$ cat src/rtl/input_conditioner.sv
// input_conditioner: per-channel synchroniser, debouncer and edge detector whose
// presses are re-timed to the frame tick, with optional hold-to-repeat.
module input_conditioner #(
  parameter int             NCH         = 3,
  parameter int             DEB_CYCLES  = 250000,
  parameter int             DAS_TICKS   = 17,
  parameter int             ARR_TICKS   = 5,
  parameter logic [NCH-1:0] REPEAT_MASK = NCH'(3'b011)
) (
  input  logic           CLOCK_50,
  input  logic           resetn,
  input  logic [NCH-1:0] btn_n,
  input  logic           tick,
  input  logic           repeat_en,
  output logic [NCH-1:0] level,
  output logic [NCH-1:0] pulse
);

  localparam int DW   = $clog2(DEB_CYCLES);
  localparam int MAXT = (DAS_TICKS > ARR_TICKS) ? DAS_TICKS : ARR_TICKS;
  localparam int RW   = $clog2(MAXT + 1);

  localparam logic [DW-1:0] DEB_LAST = DW'(DEB_CYCLES - 1);
  localparam logic [RW-1:0] DAS_END  = RW'(DAS_TICKS);
  localparam logic [RW-1:0] ARR_END  = RW'(ARR_TICKS);

  typedef enum logic [1:0] {
    IDLE   = 2'd0,
    DELAY  = 2'd1,
    REPEAT = 2'd2
  } rptState_e;

  for (genvar i = 0; i < NCH; i++) begin : gen_ch
    logic          syncA_q, syncB_q;
    logic          level_q, level_d, levelDly_q;
    logic [DW-1:0] debCnt_q, debCnt_d;
    rptState_e     state_q, state_d;
    logic [RW-1:0] rptCnt_q, rptCnt_d, rptInc;
    logic          rise, fire;
    logic          pending_q, pending_d;
    logic          pulse_q, pulse_d;

    always_ff @(posedge CLOCK_50 or negedge resetn) begin
      if (!resetn) begin
        syncA_q    <= 1'b0;
        syncB_q    <= 1'b0;
        level_q    <= 1'b0;
        levelDly_q <= 1'b0;
        debCnt_q   <= '0;
        state_q    <= IDLE;
        rptCnt_q   <= '0;
        pending_q  <= 1'b0;
        pulse_q    <= 1'b0;
      end else begin
        syncA_q    <= ~btn_n[i];
        syncB_q    <= syncA_q;
        level_q    <= level_d;
        levelDly_q <= level_q;
        debCnt_q   <= debCnt_d;
        state_q    <= state_d;
        rptCnt_q   <= rptCnt_d;
        pending_q  <= pending_d;
        pulse_q    <= pulse_d;
      end
    end

    // The level only follows the synchronised key after it has disagreed for a full window.
    always_comb begin
      debCnt_d = '0;
      level_d  = level_q;
      if (syncB_q != level_q) begin
        if (debCnt_q == DEB_LAST) begin
          level_d = syncB_q;
        end else begin
          debCnt_d = debCnt_q + DW'(1);
        end
      end
    end

    assign rise = level_q & ~levelDly_q;

    // Release or disabling repeat wins over any counting or firing this cycle.
    always_comb begin
      state_d  = state_q;
      rptCnt_d = rptCnt_q;
      fire     = 1'b0;
      rptInc   = rptCnt_q + RW'(1);
      if (!level_q || !repeat_en) begin
        state_d  = IDLE;
        rptCnt_d = '0;
      end else begin
        case (state_q)
          IDLE: begin
            if (rise && REPEAT_MASK[i]) begin
              state_d  = DELAY;
              rptCnt_d = '0;
            end
          end
          DELAY: begin
            if (tick) begin
              if (rptInc == DAS_END) begin
                fire     = 1'b1;
                state_d  = REPEAT;
                rptCnt_d = '0;
              end else begin
                rptCnt_d = rptInc;
              end
            end
          end
          REPEAT: begin
            if (tick) begin
              if (rptInc == ARR_END) begin
                fire     = 1'b1;
                rptCnt_d = '0;
              end else begin
                rptCnt_d = rptInc;
              end
            end
          end
          default: begin
            state_d  = IDLE;
            rptCnt_d = '0;
          end
        endcase
      end
    end

    always_comb begin
      pulse_d   = 1'b0;
      pending_d = pending_q | rise;
      if (tick) begin
        pulse_d   = pending_q | rise | fire;
        pending_d = 1'b0;
      end
    end

    assign level[i] = level_q;
    assign pulse[i] = pulse_q;
  end

endmodule

$ cat config.mk
export PLATFORM = sky130hd
export DESIGN_NAME = input_conditioner
export DESIGN_NICKNAME = d
export VERILOG_FILES = /design/src/rtl/input_conditioner.sv
export SDC_FILE = /design/constraint.sdc
export NUM_CORES = 1
export LEC_CHECK = 0
export ABC_AREA = 1
export BUFFER_PORTS_ARGS = -buffer_cell sky130_fd_sc_hd__buf_2
export CORE_MARGIN = 2
export CORE_UTILIZATION = 67
export DETAILED_ROUTE_END_ITERATION = 8
export GPL_ROUTABILITY_DRIVEN = 0
export PLACE_DENSITY = 0.89
export SETUP_SLACK_MARGIN = 0.02
export SYNTH_ARGS = -nofsm -noshare
export SYNTH_HDL_FRONTEND = slang
export SYNTH_SLANG_ARGS = --single-unit
export TNS_END_PERCENT = 100
$ cat constraint.sdc
create_clock -name CLOCK_50 -period 2.5 [get_ports CLOCK_50]
set_clock_uncertainty 0.1 [all_clocks]
set_input_delay 0.25 -clock CLOCK_50 [delete_from_list [all_inputs] [get_ports CLOCK_50]]
set_output_delay 0.25 -clock CLOCK_50 [all_outputs]
set_load 0.02 [all_outputs]
==> reports/results.ini <==
[run_status]
status = finished, final reports clean

[worst_setup_path]
critPathArrivalTime_ps = 1940
crit_path_max_incr_delay_ps = 410
startpoint_type = register
slowest_stage = dfrtp_1
cp_num_buf_inv = 1
critPathKind = reg2reg
path_common_cell = o21ai_0
cp_cell_sequence = inv_1 > ha_1 > nor2_1 > o21ai_0 > nand2_1 > nand3_1 > o21ai_0
cp_top_family = simple AND/OR/NAND/NOR gates
end_kind = register
required_ps = 2640
critPathMaxFanout = 6

[routing]
wl_per_cell_microns = 13.6
drc = 0
via_per_inst = 5.51
firstDrtPassIters = 5
postRouteAntennaNets = 0
routed_wl_mm = 9.95
drt_iter0_drc = 315
via_count = 4027

[synthesis]
syn-num-nets = 632
ys_seq_elements = 86
syn_avg_cell_area_sq_um = 7.86
seq_area_frac_synth = 0.450
netlist_instances = 608
syn-cell-area_sq_um = 4780
synthDistinctLibCells = 30
yosysWarnings = 0

[min_path]
hold_class = in2reg

[floorplan]
core_sq_um = 6830
initial_core_util = 0.699
pin_count = 13
num_rows = 30
dieArea_sq_um = 7820
dieHeight_microns = 88.5
die_x_microns = 88.5

[placement]
dp_cells = 711
postPlaceCellArea_sq_um = 4940
numPortBuffers = 12
hpwl_mm = 7.02
dp_worst_setup_slack_ps = 749

[power_and_ir_drop]
comb_power_share = 0.034
p_leak_nw = 2.44
swShare = 0.236
p_int_mw = 2.01
seqPwrFrac = 0.540
p_switching_mw = 0.621
irDropWorstVdd_v = 0.000371
p_per_area_nw_per_um2 = 505
fin_total_pwr_mw = 2.63
power_frac_clock = 0.426

[sta]
finalSetupViolCount = 0
period_share = 0.720
fmax_mhz = 556
worst_pin_slew_ps = 548
tns_ps = 0
whs_ps = 33.7
drv_slew = 0
hold_violations = 0
setup_ws_ps = 700
final.min_clock_period_ps = 1800
rsz0062_at_grt = no
timing.slew.headroom = 0.635

[global_route]
grt_pass1_wl_mm = 17.2
grt_overflow = 0
grt_max_degree = 46
grt_pass1_vias = 3871
track_usage = 0.280
antenna_found_initial = 0

[clock_tree]
cts_tree = done
clockBufferDepth = 2
cts_inserted_buffers = 9
htreeDepth = 3
clock_latency_ps = 360
cts_hold_buf = 4
clock-sinks = 86
clk_pin_slew_ps = 100
cts_root_buf = clkbuf_8
post-cts-setup-buffers = 0
cts_resized = 0

[layout]
post-route-util = 0.762
fin_cells = 731
layout-drive-gt1-share = 0.0898
final_nets = 654
num_antenna_cells = 0
final_cell_area_sq_um = 5200
area_delta_synth_final_pct = 8.93

[flow_run]
max_cap_violations = 0

-- registers in the layout, summed over array words and instances (netlist names) --
| name | count |
|---|---|
| gen_ch.pulse_q | 3 |
| gen_ch.level_q | 3 |
| gen_ch.rptCnt_q | 10 |
| gen_ch.levelDly_q | 3 |
| gen_ch.state_q | 4 |
| gen_ch.pending_q | 3 |
| gen_ch.debCnt_q | 54 |
| gen_ch.syncA_q | 3 |
| gen_ch.syncB_q | 3 |
-- metal layers --
metal | global-route usage | vias up | routed length (microns)
met2 | 0.474 | 122 | 4970
li1 | - | 1978 | -
met3 | 0.0401 | 15 | 428
met5 | 0 | - | 0
met4 | 0.0978 | 0 | 119
met1 | 0.372 | 1912 | 4440
-- cell type report --
type | count | area [sq um]
clock inverters | 7 | 105
clock buffers | 9 | 124
repair buffers | 17 | 123
multi-input cells | 428 | 2250
inverters | 88 | 330
well taps | 96 | 120
flip-flops and latches | 86 | 2150
fillers | 460 | 1630
-- cell usage after synthesis --
master,instances,area (sq um)
nor3_1,26,130
nor3_2,2,20.0
nor2_4,4,45.0
a21oi_1,16,80.1
buf_4,6,45.0
a31oi_1,2,12.5
a21boi_1,2,15.0
nand2_4,1,11.3
nor3b_1,6,45.0
nand3_1,37,185
inv_1,78,293
nor2_2,2,12.5
nor2_1,105,394
o21ai_1,4,20.0
or2_1,2,12.5
xnor2_1,6,52.6
inv_2,10,37.5
dfrtp_1,86,2150
o22ai_1,2,12.5
nand2_2,4,25.0
a311oi_1,1,8.76
nand4_1,19,119
ha_1,17,213
nor4_1,1,6.26
nand3b_1,3,22.5
o21ai_0,12,60.1
nand3_2,2,20.0
nor3_4,3,48.8
xor2_1,24,210
nand2_1,125,469
-- worst register-to-register path, cell delays in order (launching register included) --
cell	delay [ps]
dfrtp_1	410
inv_1	150
ha_1	250
nor2_1	90
o21ai_0	250
nand2_1	210
nand3_1	140
o21ai_0	90
-- path summary, 6_finish.rpt --
kind / start / to / slack [ps] / cells past startpoint
worst max-delay path: gen_ch[0].state_q[0]$_DFFE_PN0P_ / gen_ch[0].rptCnt_q[3]$_DFFE_PN0P_ / 700 / 7
worst min-delay path: tick / gen_ch[0].pending_q$_DFF_PN0_ / 30 / 2
worst max register to register: gen_ch[0].state_q[0]$_DFFE_PN0P_ / gen_ch[0].rptCnt_q[3]$_DFFE_PN0P_ / 700 / 7
worst min register to register: gen_ch[2].syncA_q$_DFF_PN0_ / gen_ch[2].syncB_q$_DFF_PN0_ / 250 / 0
max in group asynchronous: resetn / gen_ch[1].debCnt_q[0]$_DFF_PN0_ / 1350 / 3
min in group asynchronous: resetn / gen_ch[0].rptCnt_q[2]$_DFFE_PN0P_ / 320 / 2
-- cells by family after synthesis --
family                   count (synthesis)  synth area share
adder cells (fa/ha/maj)                 17            0.0445
buffers and inverters                   94            0.0786
AO/OA/AOI/OAI                           39            0.0437
AND/OR/NAND/NOR                        342             0.328
XOR/XNOR                                30            0.0550
flip-flops                              86             0.450
-- cells in the final DEF (no fill, tap or decap), drive strengths merged --
cell type / count
clkinvlp: 1
nand3: 39
xnor2: 6
o21ai: 16
bufinv: 2
buf: 13
a31oi: 2
dlygate4sd3: 4
a21oi: 16
or2: 2
a311oi: 1
nand4: 19
clkbuf: 9
xor2: 24
nor4: 1
nor3: 31
a21boi: 2
nand2: 130
o22ai: 2
nand3b: 3
inv: 91
nor3b: 6
dfrtp: 86
nor2: 111
clkinv: 1
ha: 17
-- power by group through the flow --
| stage | Clock [mW] | Combinational, mW | Sequential [mW] |
|---|---|---|---|
| final | 1.12 | 0.0897 | 1.42 |
| after global placement | 0 | 0.0813 | 1.45 |
| after floorplan | 0 | 0.0356 | 1.45 |
| after detailed placement | 0 | 0.0860 | 1.45 |
| after global routing | 1.20 | 0.104 | 1.42 |
| after CTS | 1.13 | 0.0917 | 1.42 |
Power figures use the tool's default switching activity.
